--- config.mk ---
export PLATFORM = sky130hd
export DESIGN_NAME = uart_rx_fifo_flat
export DESIGN_NICKNAME = d
export VERILOG_FILES = /design/src/rtl/uart_rx_fifo_pkg.sv /design/src/rtl/uart_rx_fifo_if.sv /design/src/rtl/uart_fifo_ram.sv /design/src/rtl/uart_rx_fifo.sv /design/src/flat_wrapper.sv
export SDC_FILE = /design/constraint.sdc
export NUM_CORES = 1
export LEC_CHECK = 0
export ABC_AREA = 1
export BUFFER_PORTS_ARGS = -buffer_cell sky130_fd_sc_hd__buf_2
export CAP_MARGIN = 10
export CORE_MARGIN = 2
export CORE_UTILIZATION = 41
export CTS_CLUSTER_DIAMETER = 40
export DETAILED_ROUTE_END_ITERATION = 8
export HOLD_SLACK_MARGIN = 0.08
export PLACE_DENSITY = 0.66
export SYNTH_ARGS = -nofsm -noshare
export SYNTH_HDL_FRONTEND = slang
export SYNTH_SLANG_ARGS = --single-unit
--- constraint.sdc ---
create_clock -name clk -period 2.7 [get_ports clk]
set_input_delay 0.54 -clock clk [delete_from_list [all_inputs] [get_ports clk]]
set_output_delay 0.54 -clock clk [all_outputs]
set_load 0.01 [all_outputs]
--- src/rtl/uart_rx_fifo_pkg.sv ---
// -----------------------------------------------------------------------------
// uart_rx_fifo_pkg
// Shared constants and helpers for the UART receive buffer.
//   UART_DATA_W      payload width of the receiver data bus
//   UART_STAT_*      bit positions of the RX status flags as seen by the APB
//                    register block
//   ERRTAG_EN        1 when UART_RX_FIFO_ERRTAG_EN is defined (entries carry
//                    an error tag bit), 0 otherwise
//   irq_hit()        threshold compare shared by the RTL
// Optional feature macro: UART_RX_FIFO_ERRTAG_EN
// -----------------------------------------------------------------------------
package uart_rx_fifo_pkg;

    localparam int UART_DATA_W    = 8;

    // Status register bit positions
    localparam int UART_STAT_OVR  = 0;
    localparam int UART_STAT_FERR = 1;
    localparam int UART_STAT_RXNE = 2;

`ifdef UART_RX_FIFO_ERRTAG_EN
    localparam int ERRTAG_EN = 1;
`else
    localparam int ERRTAG_EN = 0;
`endif

    // Packed view of the status flags, ordered to match UART_STAT_* positions
    typedef struct packed {
        logic rxne;
        logic ferr;
        logic ovr;
    } uart_rx_stat_t;

    // Threshold interrupt condition: a zero threshold disables the interrupt,
    // and a threshold above the FIFO depth can never be reached.
    function automatic logic irq_hit(input int unsigned lvl, input int unsigned thr);
        return (thr != 0) && (lvl >= thr);
    endfunction

endpackage

--- src/rtl/uart_rx_fifo_if.sv ---
// -----------------------------------------------------------------------------
// uart_rx_fifo_if
// Groups the receiver-side capture signals, the register-side pop/status
// signals and the FIFO outputs of uart_rx_fifo.
//   master : driven by the receiver / register block (testbench)
//   slave  : used by uart_rx_fifo
// Signals:
//   rx_done, rx_err, rx_data    receiver levels and byte
//   rd_en, clr_status, thr      pop strobe, sticky clear, irq threshold
//   rd_data, rd_valid, full,    FIFO head and occupancy
//   level
//   overrun, frame_err, irq     status outputs
//   rd_err                      head error tag (UART_RX_FIFO_ERRTAG_EN only)
// Optional feature macro: UART_RX_FIFO_ERRTAG_EN
// -----------------------------------------------------------------------------
interface uart_rx_fifo_if #(
    parameter int ADDR_W = 4,
    parameter int DATA_W = 8
);
    logic              rx_done;
    logic              rx_err;
    logic [DATA_W-1:0] rx_data;
    logic              rd_en;
    logic              clr_status;
    logic [ADDR_W:0]   thr;

    logic [DATA_W-1:0] rd_data;
    logic              rd_valid;
    logic              full;
    logic [ADDR_W:0]   level;
    logic              overrun;
    logic              frame_err;
    logic              irq;
`ifdef UART_RX_FIFO_ERRTAG_EN
    logic              rd_err;
`endif

    modport master (
        output rx_done, rx_err, rx_data, rd_en, clr_status, thr,
`ifdef UART_RX_FIFO_ERRTAG_EN
        input  rd_err,
`endif
        input  rd_data, rd_valid, full, level, overrun, frame_err, irq
    );

    modport slave (
        input  rx_done, rx_err, rx_data, rd_en, clr_status, thr,
`ifdef UART_RX_FIFO_ERRTAG_EN
        output rd_err,
`endif
        output rd_data, rd_valid, full, level, overrun, frame_err, irq
    );

endinterface

--- src/rtl/uart_fifo_ram.sv ---
// -----------------------------------------------------------------------------
// uart_fifo_ram
// 2**ADDR_W x WIDTH register array: synchronous write, asynchronous read.
// The asynchronous read gives the FIFO its fall-through behaviour: the head
// entry is visible on rdata as soon as the read pointer points at it.
// Ports:
//   clk    in   system clock
//   we     in   write enable
//   waddr  in   write address
//   wdata  in   write data
//   raddr  in   read address
//   rdata  out  combinational read data at raddr
// -----------------------------------------------------------------------------
module uart_fifo_ram #(
    parameter int ADDR_W = 4,
    parameter int WIDTH  = 8
) (
    input  logic              clk,
    input  logic              we,
    input  logic [ADDR_W-1:0] waddr,
    input  logic [WIDTH-1:0]  wdata,
    input  logic [ADDR_W-1:0] raddr,
    output logic [WIDTH-1:0]  rdata
);
    localparam int DEPTH = 1 << ADDR_W;

    // Storage has no reset: contents are only observed once written.
    logic [WIDTH-1:0] mem_q [DEPTH];

    always_ff @(posedge clk) begin
        if (we) begin
            mem_q[waddr] <= wdata;
        end
    end

    assign rdata = mem_q[raddr];

endmodule

--- src/rtl/uart_rx_fifo.sv ---
// -----------------------------------------------------------------------------
// uart_rx_fifo
// Downstream buffer for the UART receiver. Each 0->1 edge of rx_done captures
// rx_data into a 2**ADDR_W-entry first-word-fall-through FIFO read by the APB
// register block. Tracks sticky overrun / framing-error flags and drives a
// registered level interrupt at a programmable fill threshold.
// Ports:
//   clk     in   system clock
//   arst_n  in   asynchronous active-low reset
//   rst     in   synchronous clear, same effect as arst_n
//   bus     slave modport of uart_rx_fifo_if (capture inputs, pop/clear/thr,
//                FIFO head, level, full, overrun, frame_err, irq, rd_err)
// Optional feature macro: UART_RX_FIFO_ERRTAG_EN
//   defined   : entries are {tag, data}; an rx_err edge pushes rx_data with
//               tag=1 under the same full/overrun rules; rd_err shows the tag
//   undefined : entries are data only; erroneous bytes are discarded
// -----------------------------------------------------------------------------
module uart_rx_fifo
    import uart_rx_fifo_pkg::*;
#(
    parameter int ADDR_W = 4,
    parameter int DATA_W = UART_DATA_W
) (
    input  logic          clk,
    input  logic          arst_n,
    input  logic          rst,
    uart_rx_fifo_if.slave bus
);
    localparam int              DEPTH   = 1 << ADDR_W;
    localparam int              ENTRY_W = DATA_W + ERRTAG_EN;
    localparam logic [ADDR_W:0] DEPTH_L = (ADDR_W + 1)'(DEPTH);

    // Edge-detect history
    logic              done_q;
    logic              err_q;

    // Pointers, occupancy and flags
    logic [ADDR_W-1:0] wr_ptr_q, wr_ptr_d;
    logic [ADDR_W-1:0] rd_ptr_q, rd_ptr_d;
    logic [ADDR_W:0]   level_q,  level_d;
    logic              overrun_q,   overrun_d;
    logic              frame_err_q, frame_err_d;
    logic              irq_q,       irq_d;

    // Per-cycle events
    logic               push_ev;
    logic               err_ev;
    logic               wr_req;
    logic               is_full;
    logic               not_empty;
    logic               pop;
    logic               push;
    logic [ENTRY_W-1:0] wr_entry;
    logic [ENTRY_W-1:0] rd_entry;

    // -------------------------------------------------------------------------
    // Next-state logic
    // -------------------------------------------------------------------------
    always_comb begin
        push_ev   = bus.rx_done & ~done_q;
        err_ev    = bus.rx_err  & ~err_q;

`ifdef UART_RX_FIFO_ERRTAG_EN
        // A good edge and a bad edge in the same cycle describe one byte;
        // store it once, tagged as erroneous.
        wr_req    = push_ev | err_ev;
        wr_entry  = {err_ev, bus.rx_data};
`else
        wr_req    = push_ev;
        wr_entry  = bus.rx_data;
`endif

        is_full   = (level_q == DEPTH_L);
        not_empty = (level_q != '0);

        // Pop on an empty FIFO is silently ignored.
        pop       = bus.rd_en & not_empty;
        // When full, a simultaneous pop frees the slot being written: wr_ptr
        // equals rd_ptr, the head is read combinationally before the edge.
        push      = wr_req & (~is_full | pop);

        wr_ptr_d  = wr_ptr_q;
        rd_ptr_d  = rd_ptr_q;
        level_d   = level_q;
        if (push) begin
            wr_ptr_d = wr_ptr_q + ADDR_W'(1);
        end
        if (pop) begin
            rd_ptr_d = rd_ptr_q + ADDR_W'(1);
        end
        case ({push, pop})
            2'b10:   level_d = level_q + (ADDR_W + 1)'(1);
            2'b01:   level_d = level_q - (ADDR_W + 1)'(1);
            default: level_d = level_q;
        endcase

        // Sticky flags: clear first so a same-cycle set wins.
        overrun_d   = overrun_q;
        frame_err_d = frame_err_q;
        if (bus.clr_status) begin
            overrun_d   = 1'b0;
            frame_err_d = 1'b0;
        end
        if (wr_req && is_full && !pop) begin
            overrun_d = 1'b1;
        end
        if (err_ev) begin
            frame_err_d = 1'b1;
        end

        irq_d = irq_hit(32'(level_d), 32'(bus.thr));
    end

    // -------------------------------------------------------------------------
    // State registers
    // -------------------------------------------------------------------------
    // done_q/err_q reset to 1 so a receiver level already high when reset
    // releases is not mistaken for a fresh edge.
    always_ff @(posedge clk or negedge arst_n) begin
        if (!arst_n) begin
            done_q      <= 1'b1;
            err_q       <= 1'b1;
            wr_ptr_q    <= '0;
            rd_ptr_q    <= '0;
            level_q     <= '0;
            overrun_q   <= 1'b0;
            frame_err_q <= 1'b0;
            irq_q       <= 1'b0;
        end else if (rst) begin
            done_q      <= 1'b1;
            err_q       <= 1'b1;
            wr_ptr_q    <= '0;
            rd_ptr_q    <= '0;
            level_q     <= '0;
            overrun_q   <= 1'b0;
            frame_err_q <= 1'b0;
            irq_q       <= 1'b0;
        end else begin
            done_q      <= bus.rx_done;
            err_q       <= bus.rx_err;
            wr_ptr_q    <= wr_ptr_d;
            rd_ptr_q    <= rd_ptr_d;
            level_q     <= level_d;
            overrun_q   <= overrun_d;
            frame_err_q <= frame_err_d;
            irq_q       <= irq_d;
        end
    end

    // -------------------------------------------------------------------------
    // Storage
    // -------------------------------------------------------------------------
    // The write is qualified by reset so an edge arriving in a reset cycle
    // leaves no trace, keeping storage consistent with the cleared pointers.
    uart_fifo_ram #(
        .ADDR_W (ADDR_W),
        .WIDTH  (ENTRY_W)
    ) u_ram (
        .clk   (clk),
        .we    (push & ~rst),
        .waddr (wr_ptr_q),
        .wdata (wr_entry),
        .raddr (rd_ptr_q),
        .rdata (rd_entry)
    );

    // -------------------------------------------------------------------------
    // Outputs
    // -------------------------------------------------------------------------
    assign bus.rd_data   = rd_entry[DATA_W-1:0];
    assign bus.rd_valid  = not_empty;
    assign bus.full      = is_full;
    assign bus.level     = level_q;
    assign bus.overrun   = overrun_q;
    assign bus.frame_err = frame_err_q;
    assign bus.irq       = irq_q;
`ifdef UART_RX_FIFO_ERRTAG_EN
    assign bus.rd_err    = rd_entry[DATA_W];
`endif

endmodule
--- src/flat_wrapper.sv ---
// flat-port wrapper written by rule: the top's interface ports become plain ports
module uart_rx_fifo_flat import uart_rx_fifo_pkg::*;
#(
    parameter int ADDR_W = 4,
    parameter int DATA_W = UART_DATA_W
)
  (clk, arst_n, rst, bus_rx_done, bus_rx_err, bus_rx_data, bus_rd_en, bus_clr_status, bus_thr, bus_rd_data, bus_rd_valid, bus_full, bus_level, bus_overrun, bus_frame_err, bus_irq);
  uart_rx_fifo_if #(.ADDR_W(ADDR_W), .DATA_W(DATA_W)) bus_i ();
  input  logic clk;
  input  logic arst_n;
  input  logic rst;
  input wire logic [$bits(bus_i.rx_done)-1:0] bus_rx_done;
  input wire logic [$bits(bus_i.rx_err)-1:0] bus_rx_err;
  input wire logic [$bits(bus_i.rx_data)-1:0] bus_rx_data;
  input wire logic [$bits(bus_i.rd_en)-1:0] bus_rd_en;
  input wire logic [$bits(bus_i.clr_status)-1:0] bus_clr_status;
  input wire logic [$bits(bus_i.thr)-1:0] bus_thr;
  output wire logic [$bits(bus_i.rd_data)-1:0] bus_rd_data;
  output wire logic [$bits(bus_i.rd_valid)-1:0] bus_rd_valid;
  output wire logic [$bits(bus_i.full)-1:0] bus_full;
  output wire logic [$bits(bus_i.level)-1:0] bus_level;
  output wire logic [$bits(bus_i.overrun)-1:0] bus_overrun;
  output wire logic [$bits(bus_i.frame_err)-1:0] bus_frame_err;
  output wire logic [$bits(bus_i.irq)-1:0] bus_irq;
  assign bus_i.rx_done = bus_rx_done;
  assign bus_i.rx_err = bus_rx_err;
  assign bus_i.rx_data = bus_rx_data;
  assign bus_i.rd_en = bus_rd_en;
  assign bus_i.clr_status = bus_clr_status;
  assign bus_i.thr = bus_thr;
  assign bus_rd_data = bus_i.rd_data;
  assign bus_rd_valid = bus_i.rd_valid;
  assign bus_full = bus_i.full;
  assign bus_level = bus_i.level;
  assign bus_overrun = bus_i.overrun;
  assign bus_frame_err = bus_i.frame_err;
  assign bus_irq = bus_i.irq;
  uart_rx_fifo #(.ADDR_W(ADDR_W), .DATA_W(DATA_W)) u_core (.clk(clk), .arst_n(arst_n), .rst(rst), .bus(bus_i));
endmodule
==> results of run 1 <==
## stage by stage
| step | area (µm²) | utilization | total power, mW | worst slack, ns | setup TNS, ns |
|---|---|---|---|---|---|
| global placement | 6914 | 0.4548 | 4.384 | 0.04024 | 0 |
| detailed placement | 6914 | 0.4548 | 4.440 | -0.07762 | -0.07762 |
| finish | 7719 | 0.5077 | 7.201 | 0.07428 | 0 |
| global route | 7719 | 0.5077 | 7.572 | -0.08425 | -0.08425 |
| CTS | 7604 | 0.5002 | 7.013 | 0.03095 | 0 |
| floorplan | 6376 | - | 3.879 | 0.01722 | 0 |
## flip-flops by register name, indices dropped and copies added (netlist names)
register / flops
u_core.bus.overrun: 1
u_core.bus.level: 5
u_core.u_ram.mem_q: 128
u_core.done_q: 1
u_core.err_q: 1
u_core.rd_ptr_q: 4
u_core.wr_ptr_q: 4
u_core.bus.irq: 1
u_core.bus.frame_err: 1
## logic make-up (layout without fill, tap and decap cells)
group | after synthesis | after routing | share of synthesized area
compound gates | 130 | 130 | 0.1160
xor+xnor | 2 | 2 | 0.002748
fa+ha+maj | 14 | 14 | 0.02865
flops | 146 | 146 | 0.6739
buf+inv | 65 | 145 | 0.04238
simple gates | 196 | 196 | 0.1364
## synthesized netlist by cell type
| library cell | count |
|---|---|
| a21oi_1 | 13 |
| buf_2 | 9 |
| buf_4 | 4 |
| clkbuf_1 | 14 |
| clkinv_1 | 1 |
| dfrtp_1 | 16 |
| dfstp_2 | 2 |
| edfxtp_1 | 128 |
| fa_1 | 1 |
| ha_1 | 13 |
| inv_1 | 33 |
| inv_2 | 4 |
| nand2_1 | 44 |
| nand2_2 | 3 |
| nand2_4 | 4 |
| nand3_1 | 12 |
| nand3_2 | 2 |
| nand3_4 | 1 |
| nand3b_1 | 2 |
| nand4_1 | 3 |
| nor2_1 | 108 |
| nor2_2 | 3 |
| nor2_4 | 2 |
| nor3_1 | 10 |
| o211ai_1 | 32 |
| o21a_1 | 1 |
| o21ai_0 | 65 |
| o21ai_1 | 17 |
| o221ai_1 | 1 |
| o31ai_1 | 1 |
| or2_2 | 2 |
| xnor2_1 | 1 |
| xor2_1 | 1 |
## per-layer routing
layer	GRT usage	vias to the layer above	wire (µm)	share of wire
met3	0.05447	36	688	0.050
li1	-	2093	-	-
met2	0.2776	126	6563	0.47
met4	0.07992	0	455	0.033
met1	0.2223	2087	6114	0.44
met5	0	-	0	0
## worst max-delay path by stage
stage | end | slack [ns] | depth (start not counted)
CTS | bus_rd_data[3] | 0.03 | 9
floorplan | u_core.bus.irq$_DFF_PN0_ | 0.02 | 20
global route | u_core.bus.irq$_DFF_PN0_ | -0.08 | 18
global placement | u_core.bus.irq$_DFF_PN0_ | 0.04 | 19
finish | u_core.bus.irq$_DFF_PN0_ | 0.07 | 18
detailed placement | u_core.bus.irq$_DFF_PN0_ | -0.08 | 20
## cell type report
cell class	count	area, µm²
flip-flops and latches	146	4302
multi-input cells	342	1894
clock inverters	15	206.4
fillers	1303	7483
repair buffers	75	505.5
inverters	38	150.1
well taps	188	235.2
clock buffers	17	425.4
## power groups by stage
stage	Clock, mW	Combinational (mW)	Sequential (mW)
after floorplan	0	1.26	2.62
after global placement	0	1.74	2.65
after detailed placement	0	1.79	2.65
after CTS	2.53	1.87	2.61
after global routing	2.63	2.34	2.61
final	2.50	2.10	2.60
## timing repair
action                     4_1_cts  5_1_grt
setup endpoints to repair        1        9
pin swaps                        1       13
buffers inserted                 2        6
hold buffers                     1        0
gates resized for setup          5       18
hold endpoints to repair        16        0
==> summary.md, run 1 <==
| Metric | Value |
|---|---|
| Layout area overhead | 21.06% |
| Via count | between 4k and 5k |
| Area contributors post-synth | edfxtp_1, nor2_1, dfrtp_1 |
| Peak Freq | approximately 0.38 GHz |
| Layout cells sized above 1 | 0.2306 |
| DR WL/cell | about 17 µm |
| Mapped cell area | 6376 µm² |
| Sequential power share | 0.361 |
| Hold endpoint | u_core.err_q$_DFF_PN1_ |
| Final period util | 0.9725 |
| Mapped Cells | 553 |
| Finish-stage setup viols | 0 |
| H-tree levels | 4 |
| Critical path, cell by cell | nor2_4, nand3_2, nand2_4, inv_4, nand2_4, inv_6, ha_4, a21oi_2, nand2_1, xor2_1, nand2_1, nand2_2, inv_2, ha_4, nand4_1, o221ai_2, nor2_1, nor2_1 |
| Register area share after synthesis | 0.6739 |
| Drt first pass iters | 5 |
| Post-Syn Area per Cell | between 10 and 15 µm² |
| Global placer's final weighted congestion | between 0.8 and 0.9 |
| Commonest cells after routing, fill and taps aside | edfxtp_1, nor2_1, o21ai_0 |
| Ports | 38 |
| Post-Syn Nets | slightly below 600 |
| Die W | between 100 and 150 µm |
| Status | finished clean |
| Die height | roughly 130 µm |
| CP Max Fanout | 5 |
| R2R Setup Slk | 0.07 ns |
| Top cell type by total area after synthesis | edfxtp_1 |
| Yosys reg bits | between 100 and 150 |
| Sw frac | 0.3154 |
| Pin count of the biggest net entering global routing | between 40 and 50 |
| Clock power share | 0.347 |
| Rows | between 40 and 50 |
| Die Area | ~17000 µm² |
| First-pass GRT wire length | 21710 µm |
| Global Route Usage Sum | 0.1754 |
| Initial Util | 0.4194 |
| Placed cell count | a little under 800 |
| Layout Cells excl Fill | just over 800 |
| Remaining global-route overflow | 0 |
| Slowest stage delay, CP | 0.41 ns |
| Delay-heaviest family, CP | simple AND/OR/NAND/NOR gates |
| Number of global-route vias before repair | 4308 |
| Starting DRT DRC Count | 398 |
| DPL Wire Length | 8732 µm |
| CP Buf/Inv Count | 3 |
| Slew @ Worst Pin | 0.4710 ns |
| WL final | between 10000 and 15000 µm |
| Hold_ws | approximately 0.33 ns |
| CTS tree | done |
| PortBufs | 37 |
| Critical path startpoint | u_core.bus.level[2]$_DFF_PN0_ |
| Clock skew | ~0.0056 ns |
| Via/cell ratio | around 5.3 |
| Synth unique cells | 33 |
| Max-cap check violation count | 0 |
| VDD IR-drop max | 0.0006212 V |
| Hold Startpoint | bus_rx_err |
| Worst reg-to-reg path cell count | 18 |
| Core area | 15200 µm² |
| Normalized max-slew margin | 0.6857 |
| Critical path capture point type | register |
| P_int | about 4.9 mW |
| # clock sinks | 146 |
| Critical R2R Launch | u_core.bus.level[2]$_DFF_PN0_ |
| WHS Path Cells | 2 |
| Slew Viols, Final | 0 |
| Worst Path Arrival | 2.98 ns |
| CP Class | reg -> reg |
| # diodes | 0 |
| Final hold vios | 0 |
| Commonest non-fill, non-tap cell in the layout | edfxtp_1 |
| Post-route DRC | 0 |
| DRT antenna net count | 0 |
| Root buf cell | clkbuf_16 |
| Fin crit period | roughly 2.6 ns |
| Switching pwr | roughly 2.3 mW |
| Latest clock arrival within the worst-skew pair | between 0.4 and 0.5 ns |
| Cell Pwr Density | around 930 nW/µm² |
| Initial antenna violation count | 0 |
| Leakage | 2.851 nW |
| Slowest-stage cell, CP | dfrtp_1 |
| Warnings, synthesis | 0 |
| Hold Crit Class | in -> reg |
| R2r endpoint | u_core.bus.irq$_DFF_PN0_ |
| Critical Path RT | 3.05 ns |
| Area share of the largest cell type after synthesis | 0.6028 |
| Bufs on Longest Clock Path | 2 |
| Final-stage net count | 654 |
| Startpoint Class | register |
| CTS clk-pin slew, worst paths | 0.06 ns |
| Unrepaired setup endpoints after global routing | true |
| CTS buffer count | 17 |
| Gate power share | 0.292 |
Power figures use the tool's default switching activity.
==> run 2: changes to the inputs <==
==> constraint.sdc (replaced) <==
create_clock -name clk -period 2.7 [get_ports clk]
set_input_delay 0.27 -clock clk [delete_from_list [all_inputs] [get_ports clk]]
set_output_delay 0.27 -clock clk [all_outputs]
set_load 0.01 [all_outputs]
==> summary.md, run 2 (synthesis results as in run 1) <==
| Metric | Value |
|---|---|
| Failing checks | setup timing |
| Multi-input logic area | 1899 µm² (+0.26%) |
| CTS buffer count | 17 (unchanged) |
| Pin count of the biggest net entering global routing | 45 (-2.2%) |
| Normalized max-slew margin | 0.6835 (-0.002182) |
| Latest clock arrival within the worst-skew pair | 0.42 ns (about the same) |
| Via/cell ratio | 5.343 (+1.0%) |
| DR WL/cell | 17.24 µm (+2.4%) |
| DPL Wire Length | 8646 µm (-0.98%) |
| Via count | 4387 (+1.0%) |
| Startpoint Class | register |
| Final setup TNS | -0.006208 ns (-0.006208 ns) |
| Fill cell count | 1333 (+2.3%) |
| Worst Path Arrival | 3.06 ns (+0.08 ns) |
| Critical path, cell by cell | nor2_4, nand3_2, nand2_4, inv_4, nand2_4, clkinvlp_4, ha_4, nand2_2, nor2_2, nor2_2, inv_1, nand2_1, nand2_1, nand2_1, nand2_2, inv_2, ha_4, nand4_1, o221ai_2, nor2_1, nor2_1 |
| Post-layout instance area | 7667 µm² (-0.66%) |
| Max reg flops | 128 (unchanged) |
| Leakage | 2.816 nW (-1.2%) |
| # clock sinks | 146 (unchanged) |
| Fin crit period | 2.706 ns (+0.08049 ns) |
| Initial antenna violation count | 0 (unchanged) |
| Reg area | 4300 µm² (about the same) |
| Final period util | 1.002 (+0.02981) |
| Root buf cell | clkbuf_16 |
| Switching pwr | 2.245 mW (-1.2%) |
| DRT antenna net count | 0 (unchanged) |
| Slew Viols, Final | 0 (unchanged) |
| PortBufs | 37 (unchanged) |
| Drt first pass iters | 7 (+2) |
| Slowest stage delay, CP | 0.42 ns (about the same) |
| Delay-heaviest family, CP | simple AND/OR/NAND/NOR gates |
| Bufs on Longest Clock Path | 2 (unchanged) |
| Sw frac | 0.3182 (+0.002773) |
| Final worst slack | -0.006208 ns (-0.08049 ns) |
| PnR Total Power | 7.055 mW (-2.0%) |
| Final-stage net count | 654 (unchanged) |
| WL final | 14150 µm (+2.4%) |
| CP Class | reg -> reg |
| Critical Path RT | 3.06 ns (about the same) |
| Global placer's final weighted congestion | 0.8210 (+1.0%) |
| Starting DRT DRC Count | 421 (+5.8%) |
| VDD IR-drop max | 0.0005651 V (-9.0%) |
| Finish-stage setup viols | 1 (+1) |
| Initial Util | 0.4194 (unchanged) |
| Gate power share | 0.304 (+0.012) |
| CP Max Fanout | 4 (-1) |
| Clock skew | 0.009211 ns (+0.003594 ns) |
| Commonest non-fill, non-tap cell in the layout | edfxtp_1 |
| Hold_ws | 0.1136 ns (-0.2180 ns) |
| Most frequent CP cell | nand2_1 |
| Peak Freq | 0.3695 GHz (-3.0%) |
| First-pass GRT wire length | 22110 µm (+1.9%) |
| Slowest-stage cell, CP | dfrtp_2 |
| Largest reg by FF count | u_core.u_ram.mem_q |
| Slew @ Worst Pin | 0.4748 ns (+0.003792 ns) |
| Hold Crit Class | in -> reg |
| Placed cell area | 6887 µm² (-0.40%) |
| Critical path capture point type | register |
| Status | complete, but fails checks |
| Clock power share | 0.334 (-0.013) |
| Die height | 128.7 µm (unchanged) |
| Remaining global-route overflow | 0 (unchanged) |
| # diodes | 0 (unchanged) |
| CTS tree | done |
| Global Route Usage Sum | 0.1788 (+0.003408) |
| Number of global-route vias before repair | 4209 (-2.3%) |
| Rows | 45 (unchanged) |
| CTS clk-pin slew, worst paths | 0.06 ns (about the same) |
| Commonest cells after routing, fill and taps aside | edfxtp_1, nor2_1, o21ai_0 |
| Final hold vios | 0 (unchanged) |
| Sequential power share | 0.363 (+0.002) |
| Ports | 38 (unchanged) |
| Layout area overhead | 20.25% |
| Layout cells sized above 1 | 0.2227 (-0.007899) |
| Die Area | 16570 µm² (unchanged) |
| Max-cap check violation count | 0 (unchanged) |
| H-tree levels | 4 (unchanged) |
| Core area | 15200 µm² (unchanged) |
| P_int | 4.810 mW (-2.4%) |
| CP Buf/Inv Count | 4 (+1) |
| Die W | 128.7 µm (unchanged) |
| Post-route DRC | 0 (unchanged) |
| Cell Pwr Density | 920.1 nW/µm² (-1.4%) |
| Unrepaired setup endpoints after global routing | true |
## run 2: changes by cell type in the layout (fill, tap and decap cells not counted), sizes merged
cell,before,now
dlygate4sd3,1,3
clkbuf,17,19
inv,41,38
bufinv,4,3
buf,74,72
clkinvlp,2,4
## run 2: final timing paths
check / start / end / slack (ns) / cells past startpoint
setup / recovery: u_core.bus.level[2]$_DFF_PN0_ / u_core.bus.irq$_DFF_PN0_ / -0.006 / 21
hold / removal: bus_clr_status / u_core.bus.frame_err$_DFFE_PN0P_ / 0.11 / 4
setup reg to reg: u_core.bus.level[2]$_DFF_PN0_ / u_core.bus.irq$_DFF_PN0_ / -0.006 / 21
hold reg to reg: u_core.bus.frame_err$_DFFE_PN0P_ / u_core.bus.frame_err$_DFFE_PN0P_ / 0.55 / 2
max in group asynchronous: arst_n / u_core.rd_ptr_q[0]$_DFFE_PN0P_ / 2.02 / 2
min in group asynchronous: arst_n / u_core.bus.irq$_DFF_PN0_ / 0.33 / 2
## run 2: worst register-to-register path: cells and delay by family (launching register included)
| family | cells | cell delay (ns) |
|---|---|---|
| fa+ha+maj | 2 | 0.60 |
| buf+inv | 4 | 0.27 |
| simple gates | 14 | 1.18 |
| compound gates | 1 | 0.18 |
| flops | 1 | 0.42 |
## run 2: power groups by stage
stage,Clock (mW),Sequential [mW],Combinational [mW]
3_5_place_dp,0,2.60,1.84
3_3_place_gp,0,2.59,1.78
4_1_cts,2.39,2.56,1.89
2_1_floorplan,0,2.62,1.26
6_report,2.35,2.56,2.14
5_1_grt,2.47,2.56,2.39
## run 2: per-stage QoR
stage / utilization / worst slack, ns / cells
2_1_floorplan: - / 0.01722 / 553
3_3_place_gp: 0.4530 / 0.08716 / 778
3_5_place_dp: 0.4530 / -0.05165 / 778
4_1_cts: 0.4960 / 0.02315 / 813
5_1_grt: 0.5044 / -0.1860 / 821
6_report: 0.5044 / -0.006208 / 821
## run 2: timing repair
item,4_1_cts,5_1_grt
hold buffers,3,0
setup buffers,0,8
hold endpoints to repair,18,0
resized for setup,4,15
pin swaps,1,18
setup endpoints to repair,1,1
## run 2: per-layer routing
metal  part of all wire  up-vias  track usage  routed length (µm)
met3              0.057       29      0.04407                 800
met5                  0        -            0                   0
met1               0.44     2142       0.2300                6225
li1                   -     2086            -                   -
met2               0.48      130       0.2891                6794
met4              0.023        0      0.07864                 331
## run 2: layout make-up
| class | count | area share |
|---|---|---|
| Sequential cell | 146 | 0.5609 |
| Multi-Input combinational cell | 342 | 0.2477 |
| Timing Repair Buffer | 75 | 0.06397 |
| Clock buffer | 19 | 0.05646 |
| Tap cell | 188 | 0.03068 |
| Clock inverter | 13 | 0.02089 |
| Inverter | 38 | 0.01942 |
==> run 3: changes to the inputs <==
--- a/config.mk
+++ b/config.mk
@@ -8,12 +8,15 @@
 export ABC_AREA = 1
 export BUFFER_PORTS_ARGS = -buffer_cell sky130_fd_sc_hd__buf_2
 export CAP_MARGIN = 10
+export CELL_PAD_IN_SITES_DETAIL_PLACEMENT = 1
+export CELL_PAD_IN_SITES_GLOBAL_PLACEMENT = 1
 export CORE_MARGIN = 2
 export CORE_UTILIZATION = 41
 export CTS_CLUSTER_DIAMETER = 40
 export DETAILED_ROUTE_END_ITERATION = 8
 export HOLD_SLACK_MARGIN = 0.08
-export PLACE_DENSITY = 0.66
+export PLACE_DENSITY = 0.77
+export SETUP_SLACK_MARGIN = 0.02
 export SYNTH_ARGS = -nofsm -noshare
 export SYNTH_HDL_FRONTEND = slang
 export SYNTH_SLANG_ARGS = --single-unit
==> summary.md, run 3 (synthesis results as in run 1) <==
| Metric | Value |
|---|---|
| Number of global-route vias before repair | 4892 (+16%) |
| Post-layout instance area | 7679 µm² (+0.15%) |
| Initial antenna violation count | 0 (unchanged) |
| Final period util | 0.9693 (-0.03300) |
| Peak Freq | 0.3821 GHz (+3.4%) |
| Global placer's final weighted congestion | 0.8064 (-1.8%) |
| Finish-stage setup viols | 0 (-1) |
| Remaining global-route overflow | 0 (unchanged) |
| Layout cells sized above 1 | 0.2229 (about the same) |
| Final core utilization | 0.5051 (+0.0007410) |
| CTS clk-pin slew, worst paths | 0.06 ns (about the same) |
| Slew @ Worst Pin | 0.5082 ns (+0.03340 ns) |
| Commonest cells after routing, fill and taps aside | edfxtp_1, nor2_1, o21ai_0 |
| Die W | 128.7 µm (unchanged) |
| DR WL/cell | 21.13 µm (+23%) |
| Die Area | 16570 µm² (unchanged) |
| Multi-input logic area | 1899 µm² (unchanged) |
| CP Class | reg -> reg |
| Normalized max-slew margin | 0.6612 (-0.02226) |
| Worst Path Arrival | 2.96 ns (-0.10 ns) |
| Leakage | 2.836 nW (+0.70%) |
| Status | finished clean |
| Global Route Usage Sum | 0.2235 (+0.04476) |
| Slowest-stage cell, CP | dfrtp_1 |
| Critical path capture point type | register |
| Clock skew | 0.01137 ns (+0.002156 ns) |
| Cell Pwr Density | 935.1 nW/µm² (+1.6%) |
| Final hold vios | 0 (unchanged) |
| Layout area overhead | 20.43% |
| Max reg flops | 128 (unchanged) |
| Via count | 4544 (+3.6%) |
| Starting DRT DRC Count | 488 (+16%) |
| Critical Path RT | 3.05 ns (about the same) |
| First-pass GRT wire length | 27250 µm (+23%) |
| Reg area | 4299 µm² (about the same) |
| Rows | 45 (unchanged) |
| Final-stage net count | 659 (+0.76%) |
| # diodes | 0 (unchanged) |
| CP Max Fanout | 4 (unchanged) |
| Slew Viols, Final | 0 (unchanged) |
| DPL Wire Length | 10640 µm (+23%) |
| Initial Util | 0.4194 (unchanged) |
| Post-route DRC | 0 (unchanged) |
| Largest reg by FF count | u_core.u_ram.mem_q |
| Placed cell area | 6887 µm² (unchanged) |
| Fill cell count | 1616 (+21%) |
| VDD IR-drop max | 0.0006029 V (+6.7%) |
| Latest clock arrival within the worst-skew pair | 0.43 ns (about the same) |
| Hold Crit Class | in -> reg |
| Fin crit period | 2.617 ns (-0.08909 ns) |
| Commonest non-fill, non-tap cell in the layout | edfxtp_1 |
| Max-cap check violation count | 0 (unchanged) |
| Drt first pass iters | 4 (-3) |
| Ports | 38 (unchanged) |
| CTS buffer count | 17 (unchanged) |
| Slowest stage delay, CP | 0.43 ns (about the same) |
| Critical path, cell by cell | nor2_4, nand3_4, nand2_4, inv_2, nand2_4, inv_4, ha_4, a21oi_2, nand2_1, xor2_1, nand2_1, nand2_2, inv_2, ha_4, nand4_1, o221ai_1, nor2_1, nor2_1 |
| Die height | 128.7 µm (unchanged) |
| H-tree levels | 4 (unchanged) |
| DRT antenna net count | 0 (unchanged) |
| Startpoint Class | register |
| # clock sinks | 146 (unchanged) |
| PortBufs | 37 (unchanged) |
| Root buf cell | clkbuf_16 |
| WL final | 17430 µm (+23%) |
| CTS tree | done |
| Core area | 15200 µm² (unchanged) |
| Via/cell ratio | 5.508 (+3.1%) |
| Bufs on Longest Clock Path | 2 (unchanged) |
| Pin count of the biggest net entering global routing | 72 (+60%) |
run 3: changes by cell type in the layout (fill, tap and decap cells not counted), sizes merged:
| cell | delta |
|---|---|
| buf | +5 |
| clkinvlp | -2 |
| clkinv | +1 |
run 3: worst max-delay path, delay by kind of cell (launching register included):
| family | cells | cell delay, ns |
|---|---|---|
| AO/OA/AOI/OAI | 2 | 0.32 |
| AND/OR/NAND/NOR | 10 | 0.93 |
| buffers and inverters | 3 | 0.17 |
| flip-flops | 1 | 0.43 |
| XOR/XNOR | 1 | 0.17 |
| adder cells (fa/ha/maj) | 2 | 0.53 |
run 3: metrics by stage:
stage                     TNS (ns)  power (mW)  instances  worst slack, ns  hold WS, ns
final                            0       7.180        825          0.08288       0.1044
after global routing      -0.07276       7.562        825         -0.07276       0.1265
after CTS                        0       6.959        817          0.08838      0.09493
after detailed placement   -0.1360       4.508        778          -0.1360       0.2517
after global placement           0       4.397        778          0.03304       0.2420
after floorplan                  0       3.879        553          0.02184     -0.02559
run 3: cell type report:
class | instances | area share
Clock buffer | 19 | 0.05638
Timing Repair Buffer | 80 | 0.06876
Multi-Input combinational cell | 342 | 0.2474
Clock inverter | 12 | 0.01809
Tap cell | 188 | 0.03063
Sequential cell | 146 | 0.5599
Inverter | 38 | 0.01890
run 3: where the power goes:
part / internal, mW / total (mW) / switching (mW) / leakage, nW
sequential: 2.51 / 2.57 / 0.0570 / 1.39
clock: 1.43 / 2.32 / 0.891 / 0.273
combinational: 0.892 / 2.29 / 1.39 / 1.18
run 3: final timing paths:
check                                          startpoint                        endpoint  slack (ns)  cells after the start
max                         u_core.bus.level[0]$_DFF_PN0_        u_core.bus.irq$_DFF_PN0_        0.08                     18
min                                        bus_clr_status  u_core.bus.overrun$_DFFE_PN0P_        0.10                      4
max reg2reg                 u_core.bus.level[0]$_DFF_PN0_        u_core.bus.irq$_DFF_PN0_        0.08                     18
min reg2reg                u_core.bus.overrun$_DFFE_PN0P_  u_core.bus.overrun$_DFFE_PN0P_        0.53                      2
max in group asynchronous                          arst_n  u_core.rd_ptr_q[1]$_DFFE_PN0P_        2.02                      2
min in group asynchronous                          arst_n   u_core.bus.level[3]$_DFF_PN0_        0.33                      2
run 3: per-layer routing:
metal | global-route usage | vias to the layer above | share of wire
met3 | 0.04906 | 34 | 0.038
met5 | 0 | - | 0
met2 | 0.3822 | 112 | 0.51
met4 | 0.07545 | 0 | 0.021
met1 | 0.2835 | 2300 | 0.43
li1 | - | 2098 | -
run 3: what timing repair did:
action | 4_1_cts | 5_1_grt
resized for setup | 4 | 15
setup endpoints to repair | 1 | 1
buffers inserted | 5 | 8
hold buffers | 3 | 0
pin swaps | 3 | 11
hold endpoints to repair | 18 | 0
